File: config.mk
export PLATFORM = sky130hd
export DESIGN_NAME = uart_rx_line
export DESIGN_NICKNAME = d
export VERILOG_FILES = /design/src/rtl/uart_rx_line.sv
export SDC_FILE = /design/constraint.sdc
export NUM_CORES = 1
export LEC_CHECK = 0
export CAP_MARGIN = 20
export CORE_MARGIN = 2
export CORE_UTILIZATION = 50
export CTS_CLUSTER_SIZE = 30
export DETAILED_ROUTE_END_ITERATION = 8
export GPL_TIMING_DRIVEN = 0
export PLACE_DENSITY = 0.75
export SLEW_MARGIN = 40
export SYNTH_ARGS = -nofsm -noshare
export SYNTH_HDL_FRONTEND = slang
export SYNTH_SLANG_ARGS = --single-unit
export TNS_END_PERCENT = 100
File: constraint.sdc
create_clock -name clk -period 3.6 [get_ports clk]
set_input_delay 0.36 -clock clk [delete_from_list [all_inputs] [get_ports clk]]
set_output_delay 0.36 -clock clk [all_outputs]
set_load 0.03 [all_outputs]
File: src/rtl/uart_rx_line.sv
// UART receiver with a CR/LF-terminated line assembler.
// Deserialises rx into bytes with optional parity and framing checks.
// Good bytes are gathered into a line buffer, and the buffer is handed to the
// consumer through a valid/ack handshake.
module uart_rx_line #(
    parameter int CLK_FREQ   = 50000000,
    parameter int BAUD       = 115200,
    parameter int DATA_BITS  = 8,
    parameter int PARITY     = 0,
    parameter int LINE_BYTES = 7
) (
    input  logic                              clk,
    input  logic                              rst,
    input  logic                              rx,
    output logic [7:0]                        rx_data,
    output logic                              rx_valid,
    output logic                              parity_err,
    output logic                              frame_err,
    output logic [8*LINE_BYTES-1:0]           line_data,
    output logic [$clog2(LINE_BYTES+1)-1:0]   line_len,
    output logic                              line_valid,
    input  logic                              line_ack,
    output logic                              line_trunc,
    output logic                              line_overrun
);

    localparam int DIV  = CLK_FREQ / BAUD;
    localparam int CNTW = $clog2(DIV + 1);
    localparam int LENW = $clog2(LINE_BYTES + 1);

    localparam logic [CNTW-1:0] DIV_C    = CNTW'(DIV);
    localparam logic [CNTW-1:0] HALF_C   = CNTW'(DIV / 2);
    localparam logic [CNTW-1:0] ONE_C    = CNTW'(1);
    localparam logic [2:0]      LAST_BIT = 3'(DATA_BITS - 1);
    localparam logic [LENW-1:0] FULL_C   = LENW'(LINE_BYTES);
    localparam logic [LENW-1:0] LEN_ONE  = LENW'(1);

    typedef enum logic [2:0] {IDLE, START, DATA, PAR, STOP, WAIT_HI} state_t;

    // The parity check is true when the received parity bit disagrees with the data.
    function automatic logic parity_bad(input logic [DATA_BITS-1:0] d, input logic p);
        logic ones;
        ones = (^d) ^ p;
        if (PARITY == 1) begin
            return ~ones;
        end
        return ones;
    endfunction

    state_t                 state, state_n;
    logic [CNTW-1:0]        cnt, cnt_n;
    logic [2:0]             bitc, bit_n;
    logic [DATA_BITS-1:0]   sh, sh_n;
    logic                   perr, perr_n;
    logic                   good_s, perr_s, ferr_s;
    logic                   rx_meta, rx_s, rx_s_d;
    logic                   fall, tick;
    logic [7:0]             byte_ext;

    logic                   vld_p1;
    logic [7:0]             byte_p1;
    logic                   term;
    logic [LENW-1:0]        count;
    logic [8*LINE_BYTES-1:0] acc;
    logic [8*LINE_BYTES-1:0] line_cap;

    // Two-flop synchroniser plus a delayed copy for falling-edge detection. It idles at 1.
    always_ff @(posedge clk) begin
        if (rst) begin
            rx_meta <= 1'b1;
            rx_s    <= 1'b1;
            rx_s_d  <= 1'b1;
        end else begin
            rx_meta <= rx;
            rx_s    <= rx_meta;
            rx_s_d  <= rx_s;
        end
    end

    assign fall = rx_s_d & ~rx_s;
    assign tick = (cnt == ONE_C);

    // FSM state register and the bit-timing counters.
    always_ff @(posedge clk) begin
        if (rst) begin
            state <= IDLE;
            cnt   <= '0;
            bitc  <= '0;
            perr  <= 1'b0;
        end else begin
            state <= state_n;
            cnt   <= cnt_n;
            bitc  <= bit_n;
            perr  <= perr_n;
        end
    end

    // Shift register for the incoming data bits. Its contents only matter after a full frame.
    always_ff @(posedge clk) begin
        sh <= sh_n;
    end

    // Next-state logic: sample each bit at its expiry and flag the end-of-frame outcome.
    always_comb begin
        state_n = state;
        cnt_n   = cnt;
        bit_n   = bitc;
        sh_n    = sh;
        perr_n  = perr;
        good_s  = 1'b0;
        perr_s  = 1'b0;
        ferr_s  = 1'b0;
        case (state)
            IDLE: begin
                if (fall) begin
                    cnt_n   = HALF_C;
                    state_n = START;
                end
            end
            START: begin
                if (tick) begin
                    if (rx_s) begin
                        state_n = IDLE;
                    end else begin
                        cnt_n   = DIV_C;
                        bit_n   = '0;
                        perr_n  = 1'b0;
                        state_n = DATA;
                    end
                end else begin
                    cnt_n = cnt - ONE_C;
                end
            end
            DATA: begin
                if (tick) begin
                    sh_n  = {rx_s, sh[DATA_BITS-1:1]};
                    cnt_n = DIV_C;
                    if (bitc == LAST_BIT) begin
                        state_n = (PARITY != 0) ? PAR : STOP;
                    end else begin
                        bit_n = bitc + 3'd1;
                    end
                end else begin
                    cnt_n = cnt - ONE_C;
                end
            end
            PAR: begin
                if (tick) begin
                    perr_n  = parity_bad(sh, rx_s);
                    cnt_n   = DIV_C;
                    state_n = STOP;
                end else begin
                    cnt_n = cnt - ONE_C;
                end
            end
            STOP: begin
                if (tick) begin
                    if (!rx_s) begin
                        ferr_s  = 1'b1;
                        state_n = WAIT_HI;
                    end else if (perr) begin
                        perr_s  = 1'b1;
                        state_n = IDLE;
                    end else begin
                        good_s  = 1'b1;
                        state_n = IDLE;
                    end
                end else begin
                    cnt_n = cnt - ONE_C;
                end
            end
            WAIT_HI: begin
                if (rx_s) begin
                    state_n = IDLE;
                end
            end
            default: state_n = IDLE;
        endcase
    end

    // Zero-extend the received word to a byte.
    always_comb begin
        byte_ext                = '0;
        byte_ext[DATA_BITS-1:0] = sh;
    end

    // Byte output stage: the status pulses are registered one cycle after the stop sample.
    always_ff @(posedge clk) begin
        if (rst) begin
            vld_p1     <= 1'b0;
            byte_p1    <= '0;
            parity_err <= 1'b0;
            frame_err  <= 1'b0;
        end else begin
            vld_p1     <= good_s;
            parity_err <= perr_s;
            frame_err  <= ferr_s;
            if (good_s) begin
                byte_p1 <= byte_ext;
            end
        end
    end

    assign rx_valid = vld_p1;
    assign rx_data  = byte_p1;
    assign term     = (byte_p1 == 8'h0A) || (byte_p1 == 8'h0D);

    // Snapshot of the accumulator with the slots above count zeroed, so stale bytes never leak.
    always_comb begin
        line_cap = '0;
        for (int i = 0; i < LINE_BYTES; i++) begin
            if (LENW'(i) < count) begin
                line_cap[i*8 +: 8] = acc[i*8 +: 8];
            end
        end
    end

    // Line accumulator storage: holds data only, and count decides which slots are live.
    always_ff @(posedge clk) begin
        if (vld_p1 && !term) begin
            for (int i = 0; i < LINE_BYTES; i++) begin
                if (count == LENW'(i)) begin
                    acc[i*8 +: 8] <= byte_p1;
                end
            end
        end
    end

    // Line control: handle the handshake, complete lines on a terminator, and detect truncation or overrun.
    always_ff @(posedge clk) begin
        if (rst) begin
            count        <= '0;
            line_valid   <= 1'b0;
            line_len     <= '0;
            line_data    <= '0;
            line_trunc   <= 1'b0;
            line_overrun <= 1'b0;
        end else begin
            line_trunc   <= 1'b0;
            line_overrun <= 1'b0;
            if (line_valid && line_ack) begin
                line_valid <= 1'b0;
            end
            if (vld_p1) begin
                if (term) begin
                    if (count != '0) begin
                        if (!line_valid || line_ack) begin
                            line_data  <= line_cap;
                            line_len   <= count;
                            line_valid <= 1'b1;
                        end else begin
                            line_overrun <= 1'b1;
                        end
                        count <= '0;
                    end
                end else if (count < FULL_C) begin
                    count <= count + LEN_ONE;
                end else begin
                    line_trunc <= 1'b1;
                end
            end
        end
    end

endmodule

==> run_results.csv, run 1 <==
group,metric,value,unit
sta,worstMarginPinSlew,0.826,ns
synthesis,ys_seq_area_share,61.5,%
global_route,grt_pass1_wl,22400,um
detailed_routing,vias,4563,
critical_path,critPathArrivalTime,3.34,ns
detailed_routing,antenna_left,0,
detailed_routing,drc_errors,0,
detailed_routing,vias_per_cell,5.48,
pwr,comb_power_share,2.4,%
sta,setup_viol,0,
clocking,cts_tree,"built",
detailed_routing,drt_first_iter_violations,421,
floorplan,ios,77,
critical_path,start_kind,"flop",
floorplan,die_w,116,um
clocking,clock_latency,0.43,ns
cells_and_area,diodes,0,
sta,clock_skew,0.0158,ns
pwr,p_int,2.90,mW
cells_and_area,most-common-layout-cells,"dfxtp_1 (95), a21oi_1 (79), clkdlybuf4s50_1 (75), edfxtp_1 (64), nand2b_1 (57)",
cells_and_area,area_growth,25.0,%
sta,timing.fmax,335,MHz
synthesis,syn-num-nets,568,
placed_design,place_congestion,0.895,
global_route,globalRouteOverflowTotal,0,
hold_path,min_path_type,"reg2reg",
synthesis,synth.distinct_cells,53,
critical_path,cp.required,3.95,ns
global_route,antenna_found_initial,0,
detailed_routing,first_pass_iters,5,
clocking,ctsResizeCount,0,
clocking,post_cts_buffers,0,
sta,tns,0,ns
pwr,vdd_drop_max,0.415,mV
critical_path,cp-end-kind,"flop",
pwr,power_density,471,nW/um^2
sta,slew_headroom,43.5,%
pwr,p_leak,2.48,nW
critical_path,cpPeakStageDelay,0.46,ns
floorplan,die-area,13300,um^2
sta,fin_crit,2.98,ns
clocking,cts.sinks,159,
floorplan,start_util,51.5,%
cells_and_area,final-seq-area,3820,um^2
floorplan,fp.dieH,116,um
pwr,pwr-share-clk,46.4,%
placed_design,portBuffers,75,
global_route,track_usage,22.0,%
placed_design,hpwl,9510,um
clocking,path_clk_slew,0.06,ns
sta,slew_viol_final,0,
sta,final_hold_viol_count,0,
floorplan,core,12100,um^2
cells_and_area,drive_above_1_share,8.58,%
synthesis,avgSynthCellArea,11.2,um^2
critical_path,r2r_setup_slack,0.62,ns
cells_and_area,fin_nets,662,
synthesis,ys_warn_count,0,
synthesis,ys_ff_latch,159,
floorplan,row_count,40,
synthesis,netlist_area,6220,um^2
sta,fin_crit_sh,82.9,%
cells_and_area,final_common_cell,"dfxtp_1",
pwr,switchingPower,0.758,mW
placed_design,dp_cells,800,
sta,grt_setup_unrepaired,"no",
clocking,htreeDepth,4,
critical_path,critical_path.max_fanout,10,
global_route,first_global_vias,4414,
detailed_routing,route.detailed.wl_per_inst,16.8,um
cells_and_area,finalNonFillerCells,832,
cells_and_area,multiInputGateArea,2240,um^2
detailed_routing,drt_wl_total,14000,um
cells_and_area,nFillCells,968,
clocking,clockRootBuffer,"clkbuf_16",
run,drv_cap,0,
pwr,switching_share,20.7,%
critical_path,cp_slowest_cell,"nor3b_4",
critical_path,path_class,"reg2reg",
critical_path,worstPathCellList,"clkbuf_1, clkbuf_1, inv_1, ha_1, inv_1, o21ai_0, nor3b_4, buf_4, buf_4, nand3_1, a21oi_1",
global_route,grt_max_degree,17,
synthesis,syn-instance-count,557,
clocking,cts_max_path_buffers,2,
clocking,cts_hold_buf,0,
clocking,numCtsBuffers,17,
pwr,seqPwrFrac,51.2,%
outcome,status,"finished clean",
[registers in the layout (all words and copies together) (netlist names), 3 cells and up]
name	cells
rx_data	8
byte_ext	8
line_data	56
line_len	3
acc	56
bitc	3
state	3
count	3
cnt	9
[worst max-delay path, delay by kind of cell, from the launching register on]
kind | cells | cell delay [ns]
adder cells (fa/ha/maj) | 1 | 0.22
flip-flops | 1 | 0.35
buffers and inverters | 6 | 1.41
AO/OA/AOI/OAI | 2 | 0.33
AND/OR/NAND/NOR | 2 | 0.57
[metrics by stage]
step / setup WS (ns) / hold slack [ns] / instance area (um^2) / total power, mW / utilization (%)
floorplan: 1.08 / 0.389 / 6220 / 1.97 / -
global placement: 0.747 / 0.395 / 7180 / 1.99 / 59.5
detailed placement: 0.710 / 0.397 / 7190 / 2.00 / 59.6
CTS: 0.686 / 0.412 / 7750 / 3.67 / 64.3
global route: 0.455 / 0.437 / 7770 / 3.76 / 64.4
finish: 0.616 / 0.412 / 7770 / 3.66 / 64.4
[per-layer routing]
| layer | global-route usage [%] | share of wire [%] |
|---|---|---|
| met1 | 27.7 | 43 |
| met2 | 36.9 | 50 |
| met3 | 4.71 | 5.7 |
| met4 | 9.40 | 2.1 |
| met5 | 0 | 0 |
[Yosys cell counts (all sizes together)]
master | n | share of area [%]
or3b | 1 | 0.14
xor2 | 1 | 0.14
xnor2 | 8 | 1.1
nor2b | 3 | 0.30
buf | 9 | 0.89
o21a | 2 | 0.24
clkbuf | 25 | 1.5
mux2i | 12 | 1.9
a211o | 1 | 0.14
edfxtp | 64 | 31
a32oi | 1 | 0.14
nand2b | 57 | 5.7
nor2 | 34 | 2.1
ha | 7 | 1.4
or3 | 2 | 0.20
a31oi | 1 | 0.10
o32ai | 2 | 0.28
o31a | 1 | 0.16
nand3 | 27 | 2.2
nand2 | 22 | 1.4
nor3b | 5 | 0.79
o41ai | 1 | 0.14
nand4 | 11 | 1.1
or4 | 2 | 0.26
nand3b | 18 | 2.2
inv | 10 | 0.60
a311oi | 3 | 0.52
a2111oi | 2 | 0.28
nor3 | 10 | 1.2
and4 | 1 | 0.14
dfxtp | 95 | 31
o211ai | 11 | 1.4
nor4 | 6 | 0.95
o311ai | 1 | 0.14
and2 | 1 | 0.10
a211oi | 3 | 0.36
a21oi | 79 | 6.4
o21ai | 7 | 0.56
nor4b | 1 | 0.14
and3b | 1 | 0.14
or2 | 5 | 0.50
and3 | 4 | 0.42
[cell type report]
cell class / instances / share of cell area, %
Clock inverter: 13 / 1.58
Buffer: 34 / 1.92
Clock buffer: 19 / 5.57
Sequential cell: 159 / 49.2
Multi-Input combinational cell: 354 / 28.8
Inverter: 10 / 0.483
Timing Repair Buffer: 75 / 9.66
Tap cell: 168 / 2.71
[logic make-up after synthesis]
group                    count (synthesis)  synth area share, %
AND/OR/NAND/NOR                        211                 20.0
buffers and inverters                   44                 3.00
flip-flops                             159                 61.5
adder cells (fa/ha/maj)                  7                 1.41
multiplexers                            12                 1.93
AO/OA/AOI/OAI                          115                 10.8
XOR/XNOR                                 9                 1.27
[power by group through the flow]
stage,clock [mW],sequential [mW],combinational (mW)
finish,1.70,1.87,0.0883
global route,1.79,1.87,0.0966
CTS,1.71,1.87,0.0866
detailed placement,0,1.91,0.0863
global placement,0,1.91,0.0838
floorplan,0,1.91,0.0631
[path summary, 6_finish.rpt]
kind / from / to / cells after the start
max: count[1] / line_data[35] / 11
min: rx_meta / rx_s / 1
max reg2reg: count[1] / line_data[35] / 11
min reg2reg: rx_meta / rx_s / 1
Power figures use the tool's default switching activity.
==> run 2: changes to the inputs <==
--- a/config.mk
+++ b/config.mk
@@ -11,7 +11,7 @@
 export CTS_CLUSTER_SIZE = 30
 export DETAILED_ROUTE_END_ITERATION = 8
 export GPL_TIMING_DRIVEN = 0
-export PLACE_DENSITY = 0.75
+export PLACE_DENSITY = 0.78
 export SLEW_MARGIN = 40
 export SYNTH_ARGS = -nofsm -noshare
 export SYNTH_HDL_FRONTEND = slang
==> constraint.sdc (replaced) <==
create_clock -name clk -period 2.4 [get_ports clk]
set_input_delay 0.24 -clock clk [delete_from_list [all_inputs] [get_ports clk]]
set_output_delay 0.24 -clock clk [all_outputs]
set_load 0.03 [all_outputs]
==> run 2 against run 1 <==
Effect of this change: worst setup slack got worse by 0.46 ns; combinational power increased by 47%; critical path depth unchanged; critical path type unchanged; power increased by 52%; wire length increased by 2.2%; highest routed layer unchanged; first-iteration DRC count decreased by 21%; critical endpoint is now line_data[16]; die area unchanged; non-clock buffer count increased by 1.
==> run_results.csv, run 2 (synthesis gave the netlist of run 1 again) <==
group,metric,value,unit
sta,grt_setup_unrepaired,"no",
sta,fin_crit_sh,93.7,%
sta,worstMarginPinSlew,0.776,ns
sta,fin_crit,2.25,ns
hold_path,min_path_type,"in2reg",
clocking,cts_hold_buf,0,
critical_path,cp_common_cell,"buf_4",
sta,final_hold_viol_count,0,
cells_and_area,nFillCells,919,
detailed_routing,drt_first_iter_violations,331,
detailed_routing,drc_errors,0,
run,drv_cap,0,
detailed_routing,route.detailed.wl_per_inst,17.2,um
critical_path,cp_slowest_cell,"dfxtp_4",
critical_path,cp.depth,11,
pwr,p_leak,2.52,nW
critical_path,critical_path.max_fanout,10,
cells_and_area,most-common-layout-cells,"dfxtp_1 (92), a21oi_1 (79), clkdlybuf4s50_1 (75), edfxtp_1 (64), nand2b_1 (57)",
clocking,htreeDepth,4,
hold_path,holdPathStages,2,
clocking,cts_tree,"built",
floorplan,die_w,116,um
critical_path,path_class,"reg2reg",
pwr,vdd_drop_max,0.446,mV
outcome,status,"finished clean",
global_route,grt_max_degree,17,
detailed_routing,vias_per_cell,5.52,
cells_and_area,area_growth,26.4,%
critical_path,cpPeakStageDelay,0.40,ns
global_route,grt_use_met2,37.9,%
sta,whs,0.249,ns
sta,setup_viol,0,
floorplan,row_count,40,
clocking,cts.sinks,159,
detailed_routing,vias,4597,
floorplan,die-area,13300,um^2
clocking,cts_max_path_buffers,2,
detailed_routing,first_pass_iters,5,
critical_path,cp.buffers_inverters,6,
detailed_routing,antenna_left,0,
global_route,first_global_vias,4514,
pwr,pwr-share-clk,47.3,%
floorplan,core,12100,um^2
critical_path,critPathArrivalTime,2.60,ns
sta,slew_viol_final,0,
sta,timing.fmax,445,MHz
critical_path,cp-end-kind,"flop",
placed_design,hpwl,9660,um
clocking,clockRootBuffer,"clkbuf_16",
detailed_routing,drt_wl_total,14300,um
clocking,numCtsBuffers,17,
critical_path,worstPathCellList,"buf_4, inv_1, ha_1, inv_1, o21ai_1, nor3b_4, buf_4, buf_4, buf_4, nand3b_1, a21oi_1",
pwr,p_int,4.37,mW
global_route,use_met3,4.86,%
critical_path,critPathTopFamily,"buffers and inverters",
clocking,clock_latency,0.43,ns
cells_and_area,reg_top3,"acc: 56 flops, line_data: 56 flops, cnt: 9 flops",
floorplan,start_util,51.5,%
cells_and_area,diodes,0,
critical_path,r2r_cells,11,
floorplan,ios,77,
pwr,power_density,709,nW/um^2
placed_design,dpl-instance-area,7190,um^2
pwr,comb_power_share,2.3,%
critical_path,start_kind,"flop",
placed_design,portBuffers,75,
critical_path,cp.required,2.76,ns
global_route,busiest_layer,"met2",
pwr,seqPwrFrac,50.3,%
floorplan,fp.dieH,116,um
global_route,use_met1,28.3,%
pwr,switchingPower,1.20,mW
cells_and_area,fin_nets,663,
global_route,antenna_found_initial,0,
global_route,globalRouteOverflowTotal,0,
cells_and_area,drive_above_1_share,10.8,%
placed_design,place_congestion,0.895,
global_route,grt_pass1_wl,23000,um
clocking,path_clk_slew,0.06,ns
cells_and_area,final_common_cell,"dfxtp_1",
cells_and_area,final_area,7860,um^2
global_route,track_usage,22.6,%
sta,slew_headroom,47.9,%
sta,clock_skew,0.0104,ns
pwr,switching_share,21.5,%
run 2: cell count changes in the layout (fill, tap and decap cells not counted), moves of 2 or more:
cell,previous run,this run
clkinv_4,0,8
clkbuf_1,27,20
buf_4,4,8
clkinv_2,4,0
dfxtp_1,95,92
clkinv_1,3,1
dfxtp_2,0,2
nor2_1,34,32
nor2_2,0,2
run 2: final cells by class:
cell class	instances	area (um^2)	area share [%]
Tap cell	168	210	2.68
Multi-Input combinational cell	354	2250	28.7
Sequential cell	159	3830	48.7
Inverter	10	37.5	0.478
Buffer	31	143	1.82
Clock buffer	17	425	5.41
Timing Repair Buffer	79	793	10.1
Clock inverter	15	165	2.10
run 2: power groups by stage:
stage                     registers [mW]  logic [mW]  clock network [mW]
after floorplan                     2.86      0.0946                   0
after global placement              2.87       0.124                   0
after global routing                2.81       0.143                2.78
final                               2.81       0.130                2.64
after CTS                           2.81       0.129                2.67
after detailed placement            2.87       0.128                   0
run 2: repair_timing:
action | in CTS | in global routing
pin swaps | 1 | 1
gates resized for setup | 5 | 10
endpoints found under the setup margin | 75 | 107
buffers inserted | 2 | 2
run 2: per-layer routing:
metal / vias up / part of all wire, %
met1: 2215 / 42
met2: 152 / 50
met3: 36 / 5.4
li1: 2194 / -
met4: 0 / 2.6
met5: - / 0
run 2: per-stage QoR:
step	instances	power, mW	setup slack, ns	utilization, %	setup TNS, ns
6_report	833	5.57	0.152	65.1	0
2_1_floorplan	557	2.96	-0.116	-	-1.85
3_3_place_gp	800	2.99	-0.403	59.5	-24.50
5_1_grt	833	5.73	0.00702	65.1	0
4_1_cts	832	5.60	0.00742	64.8	0
3_5_place_dp	800	2.99	-0.528	59.6	-27.07
run 2: worst reg2reg max path, stage by stage (launching register included):
cell and delay, ns:
dfxtp_4 0.40, buf_4 0.19, inv_1 0.11, ha_1 0.20, inv_1 0.13, o21ai_1 0.12, nor3b_4 0.23, buf_4 0.17
buf_4 0.15, buf_4 0.18, nand3b_1 0.14, a21oi_1 0.16
run 2: final timing paths:
kind	startpoint	to	slack, ns
hold / removal	rst	perr	0.25
setup / recovery	count[1]	line_data[16]	0.15
hold reg to reg	rx_meta	rx_s	0.41
setup reg to reg	count[1]	line_data[16]	0.15
